File: config.mk
export PLATFORM = sky130hd
export DESIGN_NAME = mem_access_stage
export DESIGN_NICKNAME = d
export VERILOG_FILES = /design/src/rtl/mem_access_stage.sv
export SDC_FILE = /design/constraint.sdc
export NUM_CORES = 1
export LEC_CHECK = 0
export BUFFER_PORTS_ARGS = -buffer_cell sky130_fd_sc_hd__buf_2
export CORE_MARGIN = 5
export CORE_UTILIZATION = 40
export CTS_CLUSTER_DIAMETER = 150
export CTS_CLUSTER_SIZE = 25
export DETAILED_ROUTE_END_ITERATION = 8
export HOLD_SLACK_MARGIN = 0.12
export PLACE_DENSITY = 0.65
export SYNTH_ARGS = -nofsm -noshare
export SYNTH_HDL_FRONTEND = slang
export SYNTH_SLANG_ARGS = --single-unit
File: constraint.sdc
create_clock -name clk -period 2.9 [get_ports clk]
set_input_delay 0.58 -clock clk [delete_from_list [all_inputs] [get_ports clk]]
set_output_delay 0.58 -clock clk [all_outputs]
set_load 0.01 [all_outputs]
File: src/rtl/mem_access_stage.sv
`default_nettype none
// ============================================================================
// Module   : mem_access_stage
// Brief    : Pipeline memory-access stage owning the data-memory port; checks
//            alignment, builds strobes/store data, extends loads, times out.
// Revision : 1.0 - initial release
// ============================================================================
module mem_access_stage #(
  parameter int DATA_W   = 32,
  parameter int ADDR_W   = 32,
  parameter int MAX_WAIT = 255
) (
  input  logic                clk,
  input  logic                resetn,
  input  logic                flush,
  input  logic                in_valid,
  output logic                in_ready,
  input  logic [3:0]          in_op,
  input  logic [ADDR_W-1:0]   in_addr,
  input  logic [DATA_W-1:0]   in_wdata,
  input  logic [31:0]         in_pc,
  output logic                dreq,
  output logic                dwr,
  output logic [ADDR_W-1:0]   daddr,
  output logic [1:0]          dsize,
  output logic [DATA_W/8-1:0] dstrb,
  output logic [DATA_W-1:0]   dwdata,
  input  logic                daddr_ok,
  input  logic                ddata_ok,
  input  logic [DATA_W-1:0]   drdata,
  output logic                out_valid,
  output logic [DATA_W-1:0]   out_data,
  output logic [31:0]         out_pc,
  output logic                out_exc,
  output logic [4:0]          out_exc_code,
  output logic [ADDR_W-1:0]   out_badvaddr
);

  localparam int c_strb_w = DATA_W / 8;
  localparam int c_off_w  = $clog2(c_strb_w);
  localparam int c_cnt_w  = $clog2(MAX_WAIT + 1);

  typedef enum logic [2:0] {
    S_IDLE  = 3'd0,
    S_REQ   = 3'd1,
    S_WAIT  = 3'd2,
    S_RESP  = 3'd3,
    S_DRAIN = 3'd4
  } state_t;

  function automatic logic [1:0] op_size(input logic [3:0] op);
    case (op)
      4'd1, 4'd2, 4'd8:  return 2'd0;
      4'd3, 4'd4, 4'd9:  return 2'd1;
      4'd5, 4'd6, 4'd10: return 2'd2;
      default:           return 2'd3;
    endcase
  endfunction

  state_t               r_state, w_nxt_state;
  logic [3:0]           r_op;
  logic [ADDR_W-1:0]    r_addr;
  logic [DATA_W-1:0]    r_wdata;
  logic [31:0]          r_pc;
  logic [c_cnt_w-1:0]   r_cnt, w_nxt_cnt;
  logic                 r_dbe, w_nxt_dbe;
  logic                 w_latch;
  logic [DATA_W-1:0]    w_nxt_data;
  logic [31:0]          w_nxt_pc;
  logic                 w_nxt_exc;
  logic [4:0]           w_nxt_code;
  logic [ADDR_W-1:0]    w_nxt_bad;

  logic [1:0]           w_in_size, w_size;
  logic                 w_in_ri, w_in_mis;
  logic [c_off_w-1:0]   w_off;
  logic [3:0]           w_bytes;
  logic [c_strb_w-1:0]  w_mask, w_strb;
  logic [DATA_W-1:0]    w_wrep, w_shift, w_load;

  // Accept-time classification
  assign w_in_size = op_size(in_op);
  assign w_in_ri   = (in_op >= 4'd12) ||
                     ((DATA_W == 32) && (in_op == 4'd6 || in_op == 4'd7 || in_op == 4'd11));

  always_comb begin
    w_in_mis = 1'b0;
    case (w_in_size)
      2'd0:    w_in_mis = 1'b0;
      2'd1:    w_in_mis = in_addr[0];
      2'd2:    w_in_mis = |in_addr[1:0];
      default: w_in_mis = |in_addr[2:0];
    endcase
    if (in_op == 4'd0) w_in_mis = 1'b0;
  end

  // Bus-side datapath from the latched op
  assign w_size  = op_size(r_op);
  assign w_off   = r_addr[c_off_w-1:0];
  assign w_bytes = 4'd1 << w_size;
  assign w_mask  = (c_strb_w'(1) << w_bytes) - c_strb_w'(1);
  assign w_strb  = w_mask << w_off;
  assign w_shift = drdata >> {w_off, 3'b000};

  always_comb begin
    w_wrep = r_wdata;
    case (w_size)
      2'd0:    w_wrep = {(DATA_W/8){r_wdata[7:0]}};
      2'd1:    w_wrep = {(DATA_W/16){r_wdata[15:0]}};
      2'd2:    w_wrep = {(DATA_W/32){r_wdata[31:0]}};
      default: w_wrep = r_wdata;
    endcase
  end

  always_comb begin
    w_load = w_shift;
    case (r_op)
      4'd1:    w_load = DATA_W'($signed(w_shift[7:0]));
      4'd2:    w_load = DATA_W'(w_shift[7:0]);
      4'd3:    w_load = DATA_W'($signed(w_shift[15:0]));
      4'd4:    w_load = DATA_W'(w_shift[15:0]);
      4'd5:    w_load = DATA_W'($signed(w_shift[31:0]));
      4'd6:    w_load = DATA_W'(w_shift[31:0]);
      default: w_load = w_shift;
    endcase
  end

  assign in_ready  = (r_state == S_IDLE) && resetn;
  assign dreq      = (r_state == S_REQ);
  assign dwr       = dreq && r_op[3];
  assign daddr     = dreq ? r_addr : '0;
  assign dsize     = dreq ? w_size : 2'd0;
  assign dstrb     = dreq ? w_strb : '0;
  assign dwdata    = (dreq && r_op[3]) ? w_wrep : '0;
  assign out_valid = ((r_state == S_RESP) && !flush) || r_dbe;

  always_comb begin
    w_nxt_state = r_state;
    w_nxt_cnt   = r_cnt;
    w_nxt_dbe   = 1'b0;
    w_latch     = 1'b0;
    w_nxt_data  = out_data;
    w_nxt_pc    = out_pc;
    w_nxt_exc   = out_exc;
    w_nxt_code  = out_exc_code;
    w_nxt_bad   = out_badvaddr;
    case (r_state)
      S_IDLE: begin
        if (in_valid && !flush) begin
          if (w_in_ri || w_in_mis || in_op == 4'd0) begin
            w_nxt_state = S_RESP;
            w_nxt_pc    = in_pc;
            w_nxt_data  = '0;
            w_nxt_exc   = 1'b0;
            w_nxt_code  = 5'd0;
            w_nxt_bad   = '0;
            if (w_in_ri) begin
              w_nxt_exc  = 1'b1;
              w_nxt_code = 5'd10;
            end else if (w_in_mis) begin
              w_nxt_exc  = 1'b1;
              w_nxt_code = in_op[3] ? 5'd5 : 5'd4;
              w_nxt_bad  = in_addr;
            end else begin
              w_nxt_data = DATA_W'(in_addr);
            end
          end else begin
            w_nxt_state = S_REQ;
            w_latch     = 1'b1;
          end
        end
      end
      S_REQ: begin
        // An address phase already accepted must still see its data phase
        if (flush) begin
          w_nxt_state = daddr_ok ? S_DRAIN : S_IDLE;
        end else if (daddr_ok) begin
          w_nxt_state = S_WAIT;
          w_nxt_cnt   = '0;
        end
      end
      S_WAIT: begin
        w_nxt_cnt = r_cnt + c_cnt_w'(1);
        if (flush) begin
          w_nxt_state = ddata_ok ? S_IDLE : S_DRAIN;
        end else if (ddata_ok) begin
          w_nxt_state = S_RESP;
          w_nxt_data  = r_op[3] ? '0 : w_load;
          w_nxt_pc    = r_pc;
          w_nxt_exc   = 1'b0;
          w_nxt_code  = 5'd0;
          w_nxt_bad   = '0;
        end else if (r_cnt == c_cnt_w'(MAX_WAIT - 1)) begin
          w_nxt_state = S_DRAIN;
          w_nxt_dbe   = 1'b1;
          w_nxt_data  = '0;
          w_nxt_pc    = r_pc;
          w_nxt_exc   = 1'b1;
          w_nxt_code  = 5'd7;
          w_nxt_bad   = '0;
        end
      end
      S_RESP:  w_nxt_state = S_IDLE;
      S_DRAIN: if (ddata_ok) w_nxt_state = S_IDLE;
      default: w_nxt_state = S_IDLE;
    endcase
  end

  always_ff @(posedge clk) begin
    if (!resetn) r_state <= S_IDLE;
    else         r_state <= w_nxt_state;
  end

  always_ff @(posedge clk) begin
    if (!resetn) begin
      r_op         <= 4'd0;
      r_addr       <= '0;
      r_wdata      <= '0;
      r_pc         <= 32'd0;
      r_cnt        <= '0;
      r_dbe        <= 1'b0;
      out_data     <= '0;
      out_pc       <= 32'd0;
      out_exc      <= 1'b0;
      out_exc_code <= 5'd0;
      out_badvaddr <= '0;
    end else begin
      r_cnt        <= w_nxt_cnt;
      r_dbe        <= w_nxt_dbe;
      out_data     <= w_nxt_data;
      out_pc       <= w_nxt_pc;
      out_exc      <= w_nxt_exc;
      out_exc_code <= w_nxt_code;
      out_badvaddr <= w_nxt_bad;
      if (w_latch) begin
        r_op    <= in_op;
        r_addr  <= in_addr;
        r_wdata <= in_wdata;
        r_pc    <= in_pc;
      end
    end
  end

endmodule
`default_nettype wire

=== Word-level counts from Yosys, hierarchy flattened ===
Memories as Yosys holds them, arrays and structs flattened. A register that Yosys moved wholly into a read port is not among the register bits.
Cells that the tools add are included.

* Bits in registers: 214
* Bits in read-only memories: 64
* Input bits: 138
* Output and inout bits: 176
* Memories: 2

{| class="wikitable"
|+ Memory list
! name !! depth !! width !! read ports !! clocked after Yosys merged registers in !! write ports !! RTL line !! text
|-
| (no name shown) || 16 || 2 || 1 || 1 || 0 || 52 || <nowiki>case (op)</nowiki>
|-
| (no name shown) || 16 || 2 || 1 || 0 || 0 || 52 ||
|}

* Add/sub/neg operators: 2
* Magnitude comparators: 1
* Equal/unequal tests: 24
* Shift-type cells: 4
* Multiplexer cells: 67
* Bitwise operators: 2
* Reduce and logical (&&, ||, !) cells: 23

{| class="wikitable"
|+ Operators by type and width
! kind !! count
|-
| $mux W32 || 21
|-
| $pmux W32 S2 || 4
|-
| $pmux W32 S4 || 1
|-
| $shr A32 B5 Y32 || 1
|-
| $mux W3 || 10
|-
| $mux W5 || 5
|-
| $mux W4 || 4
|-
| $mux W8 || 2
|-
| $pmux W8 S2 || 1
|-
| $mux W1 || 13
|-
| $eq A4 B3 Y1 const B || 3
|-
| $pmux W3 S4 || 1
|-
| $pmux W5 S2 || 1
|-
| $add A8 B1 Y8 const B || 1
|-
| $eq A4 B2 Y1 const B || 2
|-
| $eq A8 B8 Y1 const B || 1
|-
| $eq A3 B2 Y1 const B || 2
|-
| $logic_or A1 B1 Y1 || 6
|-
| $ne A2 B1 Y1 const B || 3
|-
| $ne A2 B2 Y1 const B || 3
|-
| $reduce_and A5 Y1 || 1
|-
| $eq A2 B1 Y1 const B || 2
|-
| $eq A4 B1 Y1 const B || 1
|-
| $eq A4 B4 Y1 const B || 1
|-
| 26 further kinds || 33
|}

=== Logic depth before layout (Yosys ltp) ===
* Depth after elaboration: 11
* Depth in mapped cells: 12
* Depth with buffers taken out: 11

=== Least setup slack after synthesis ===
No wires, ideal clock.

* Kind: input port to flip-flop
* Start point: input in_op[0]
* End point: register, netlist name w_size[1]
* Library setup time: 0.119 ns
* Arrival time: 2.605 ns
* Required time: 2.781 ns
* Slack: 0.176 ns
* Stages on the path: 12
* Cells stage by stage: inv_1 ha_1 mux2i_1 mux2i_1 nand4b_1 nand2b_1 clkbuf_1 a21oi_1 nand2b_1 ha_1 or2_2 o221a_1

* Word-level cells in the longest chain between the ends: 11
* Elaborated cells on any way between the ends: 21

{| class="wikitable"
|+ Ends and longest elaborated chain
! item !! RTL line !! text
|-
| from (decl) || 18 || <nowiki>input logic [3:0] in_op,</nowiki>
|-
| $mem_v2 Z16 W2 or $eq A4 B3 Y1 (tied branches) || - ||
|-
| $eq A2 B2 Y1, or another cell as far along || 88 || <nowiki>case (w_in_size)</nowiki>
|-
| $pmux W1 S3 or $logic_or A1 B1 Y1 (tied branches) || 88, 84 ||
|-
| $mux W1 or $logic_or A1 B1 Y1 (tied branches) || 94, 83 ||
|-
| $logic_or A1 B1 Y1 (2 in a row) || 150 || <nowiki>if (w_in_ri || w_in_mis || in_op == 4'd0) begin</nowiki>
|-
| $mux W1 || 150 ||
|-
| $mux W1 || 149 || <nowiki>if (in_valid && !flush) begin</nowiki>
|-
| $mux W1 || 147 || <nowiki>case (r_state)</nowiki>
|-
| $mux W4 (no line) (*) (2 in a row) || - ||
|}

Mark *: on every way between the ends. The rest lies on a longest branch, timed or not.
A chain may end at the register's enable or synchronous reset.

=== Worst setup path after layout ===
* Start point: register, netlist name w_size[1]
* End point: output dstrb[3]

* Word-level cells in the longest chain between the ends: 5

{| class="wikitable"
|+ Ends and longest elaborated chain
! item !! RTL line !! text
|-
| $shl A1 B2 Y4 || 100 || <nowiki>assign w_bytes = 4'd1 << w_size;</nowiki>
|-
| $shl A1 B4 Y4 || 101 || <nowiki>assign w_mask = (c_strb_w'(1) << w_bytes) - c_strb_w'(1);</nowiki>
|-
| $sub A4 B2 Y4 || 101 ||
|-
| $shl A4 B2 Y4 || 102 || <nowiki>assign w_strb = w_mask << w_off;</nowiki>
|-
| $mux W4 || 133 || <nowiki>assign dstrb = dreq ? w_strb : '0;</nowiki>
|-
| to (decl) || 26 || <nowiki>output logic [DATA_W/8-1:0] dstrb,</nowiki>
|}

No other way between the ends.

==> impl_metrics.tcl <==
set metrics [dict create \
    grt_pass1_vias 9227 \
    slowest_stage "dfxtp_1" \
    synth.distinct_cells 60 \
    clock_sinks 215 \
    setup_slack_ns 0.224 \
    htree_num_levels 1 \
    ys_seq_area_share_pct 42.9 \
    grt_max_degree 75 \
    clk_latency_ns 0.49 \
    synth-main-ff-cell "dfxtp_1" \
    dr_total_vias 9793 \
    dpl.hpwl_mm 23.2 \
    clk_path_buf_depth 3 \
    worstPathArrival_ns 2.10 \
    outcome "finished, final reports clean" \
    finalHoldViolCount 0 \
    diodes 0 \
    synth_edf_count 0 \
    power.total_mw 6.24 \
    ff_latch_area_sq_um 4310 \
    first_pass_iters 5 \
    drt-vias-per-instance 5.35 \
    final_common_cell "buf_2" \
    synth_nets 1393 \
    synth.avg_cell_area_sq_um 8.06 \
    cts-root-buf "clkbuf_16" \
    pre_cts_ws_ns 0.0337 \
    initial_core_util_pct 40.2 \
    die_h_um 168 \
    core_area_sq_um 25000 \
    overflow 0 \
    area_growth_pct 21.7 \
    cts_tree "done" \
    layout_common_cells "buf_2 (312), nand2_1 (285), dfxtp_1 (211)" \
    multi_input_area_sq_um 5200 \
    cpPeakStageDelay_ns 0.36 \
    crit_fanout 26 \
    place_congestion 0.863 \
    cpMostUsedCell "nor2_1" \
    wl_per_cell_um 18.0 \
    antenna_left 0 \
    drt_iter0_markers 812 \
    wirelength_mm 32.9 \
    ys_ff_latch 215 \
    pin_count 314 \
    leakage_nw 5.17 \
    max_freq_mhz 374 \
    groute.usage.overall_pct 22.0 \
    setup_viol 0 \
    path_clk_slew_ns 0.10 \
    peakVddDrop_mv 0.420 \
    period_minus_slack_ns 2.68 \
    grt_pass1_wl_mm 51.5 \
    ctsHoldBuffers 0 \
    die_w_um 168 \
    drive_above_1_share_pct 28.0 \
    antenna_found_initial 3 \
    tns_ns 0 \
    path_cells "buf_4, nand2b_1, ha_1, nor2_1, a211oi_1, a21oi_1, nor2_1, buf_2" \
    rsz0062_at_grt "no" \
    r2r_slack_ns 0.54 \
    worstMarginPinSlew_ns 0.802 \
    syn_area_sq_um 10000 \
    synthArstFlopShare_pct 0 \
    maxSlewHeadroom_pct 46.5 \
    startpoint_type "flip-flop" \
    final_net_count 1646 \
    period_share_pct 92.3 \
    finalClockSkew_ns 0.0327 \
    synth_warnings 0 \
    num_rows 58 \
    drcViolationCount 0 \
    maxCapViolations 0 \
    synth_cells 1246 \
    worstSetupEndpointType "output port" \
    p_per_area_nw_per_um2 511 \
    cts_inserted_buffers 12 \
    die_area_sq_um 28400 \
    maxSlewViolCount 0 \
    crit_type "flip-flop to output port" \
    numPortBuffers 312 \
    fillers 2518 \
    cp.required_ns 2.32 \
    hold_path_class "input port to flip-flop" \
]
-- power by group --
group	switching, mW	internal [mW]
clock network	1.00	0.816
logic	0.741	0.457
registers	0.108	3.12
total	1.85	4.39
-- synth_stat cells, types with 6 or more instances --
master / instances / area, sq um
nor2_1: 108 / 405
a21oi_1: 189 / 946
inv_1: 12 / 45.0
mux2i_1: 38 / 380
nand2_1: 285 / 1070
xor2_1: 7 / 61.3
and3_1: 11 / 68.8
a311oi_2: 32 / 480
buf_6: 8 / 90.1
nor3_1: 12 / 60.1
o21ai_0: 49 / 245
a211oi_1: 18 / 135
buf_2: 32 / 160
a22oi_1: 11 / 82.6
ha_1: 9 / 113
nand2b_1: 6 / 37.5
dfxtp_1: 215 / 4300
nand4_1: 6 / 37.5
nor2b_1: 10 / 62.6
clkbuf_1: 60 / 225
and2_1: 41 / 257
a22o_1: 35 / 307
-- flip-flops by register name, indices dropped and copies added, names as in the netlist --
name          count
out_badvaddr     32
out_data         32
out_exc           1
out_exc_code      4
out_pc           32
r_addr           32
r_cnt             8
r_dbe             1
r_op              4
r_pc             32
r_state           3
r_wdata          32
w_size            2
-- cell families (layout without fill, tap and decap cells) --
| group | count (synthesis) | in the layout | share of synthesized area [%] |
|---|---|---|---|
| muxes | 41 | 41 | 4.24 |
| xor gates and xnor gates | 7 | 7 | 0.611 |
| and+or+nand+nor | 502 | 502 | 21.8 |
| adders and majority gates | 9 | 9 | 1.12 |
| buffers and inverters | 118 | 371 | 5.52 |
| AOI/OAI and AO/OA | 353 | 353 | 23.8 |
| other | 1 | 1 | 0.0374 |
| DFF | 215 | 215 | 42.9 |
-- worst max-delay path: cells and delay by family (launching register included) --
family / cells / cell delay, ns
AO/OA/AOI/OAI: 2 / 0.27
adder cells (fa/ha/maj): 1 / 0.15
buffers and inverters: 2 / 0.47
flip-flops: 1 / 0.36
AND/OR/NAND/NOR: 3 / 0.36
-- per-layer routing --
metal | routed length, um | global-route usage, %
met1 | 14100 | 29.3
met2 | 15600 | 37.0
met5 | 47 | 0
met4 | 701 | 4.73
met3 | 2400 | 4.46
-- worst paths after layout --
path,startpoint,endpoint,depth (start not counted)
worst max-delay path,w_size[1],dstrb[3],8
worst min-delay path,in_wdata[25],r_wdata[25],3
worst max register to register,r_addr[0],out_data[28],5
worst min register to register,r_addr[25],r_addr[25],2
-- area by class of cell --
cell class / count / area share (%)
multi-input cells: 913 / 42.6
flip-flops and latches: 215 / 35.3
inverters: 13 / 0.451
clock buffers: 13 / 2.66
clock inverters: 1 / 0.0922
repair buffers: 344 / 15.6
well taps: 330 / 3.38
-- stage by stage --
stage | instances | hold slack (ns) | utilization (%) | area (sq um)
after detailed placement | 1813 | 0.442 | 47.5 | 11900
final | 1829 | 0.318 | 48.9 | 12200
after global placement | 1813 | 0.438 | 47.5 | 11900
after CTS | 1827 | 0.296 | 48.9 | 12200
after floorplan | 1246 | 0.432 | - | 10000
after global routing | 1829 | 0.313 | 48.9 | 12200
-- repair_timing --
action | in CTS | in global routing
endpoints found under the hold margin | 0 | 0
setup buffers | 0 | 2
gates resized for setup | 0 | 4
setup endpoints to repair | 0 | 40
Note: power is estimated with default switching activity, not from simulation.
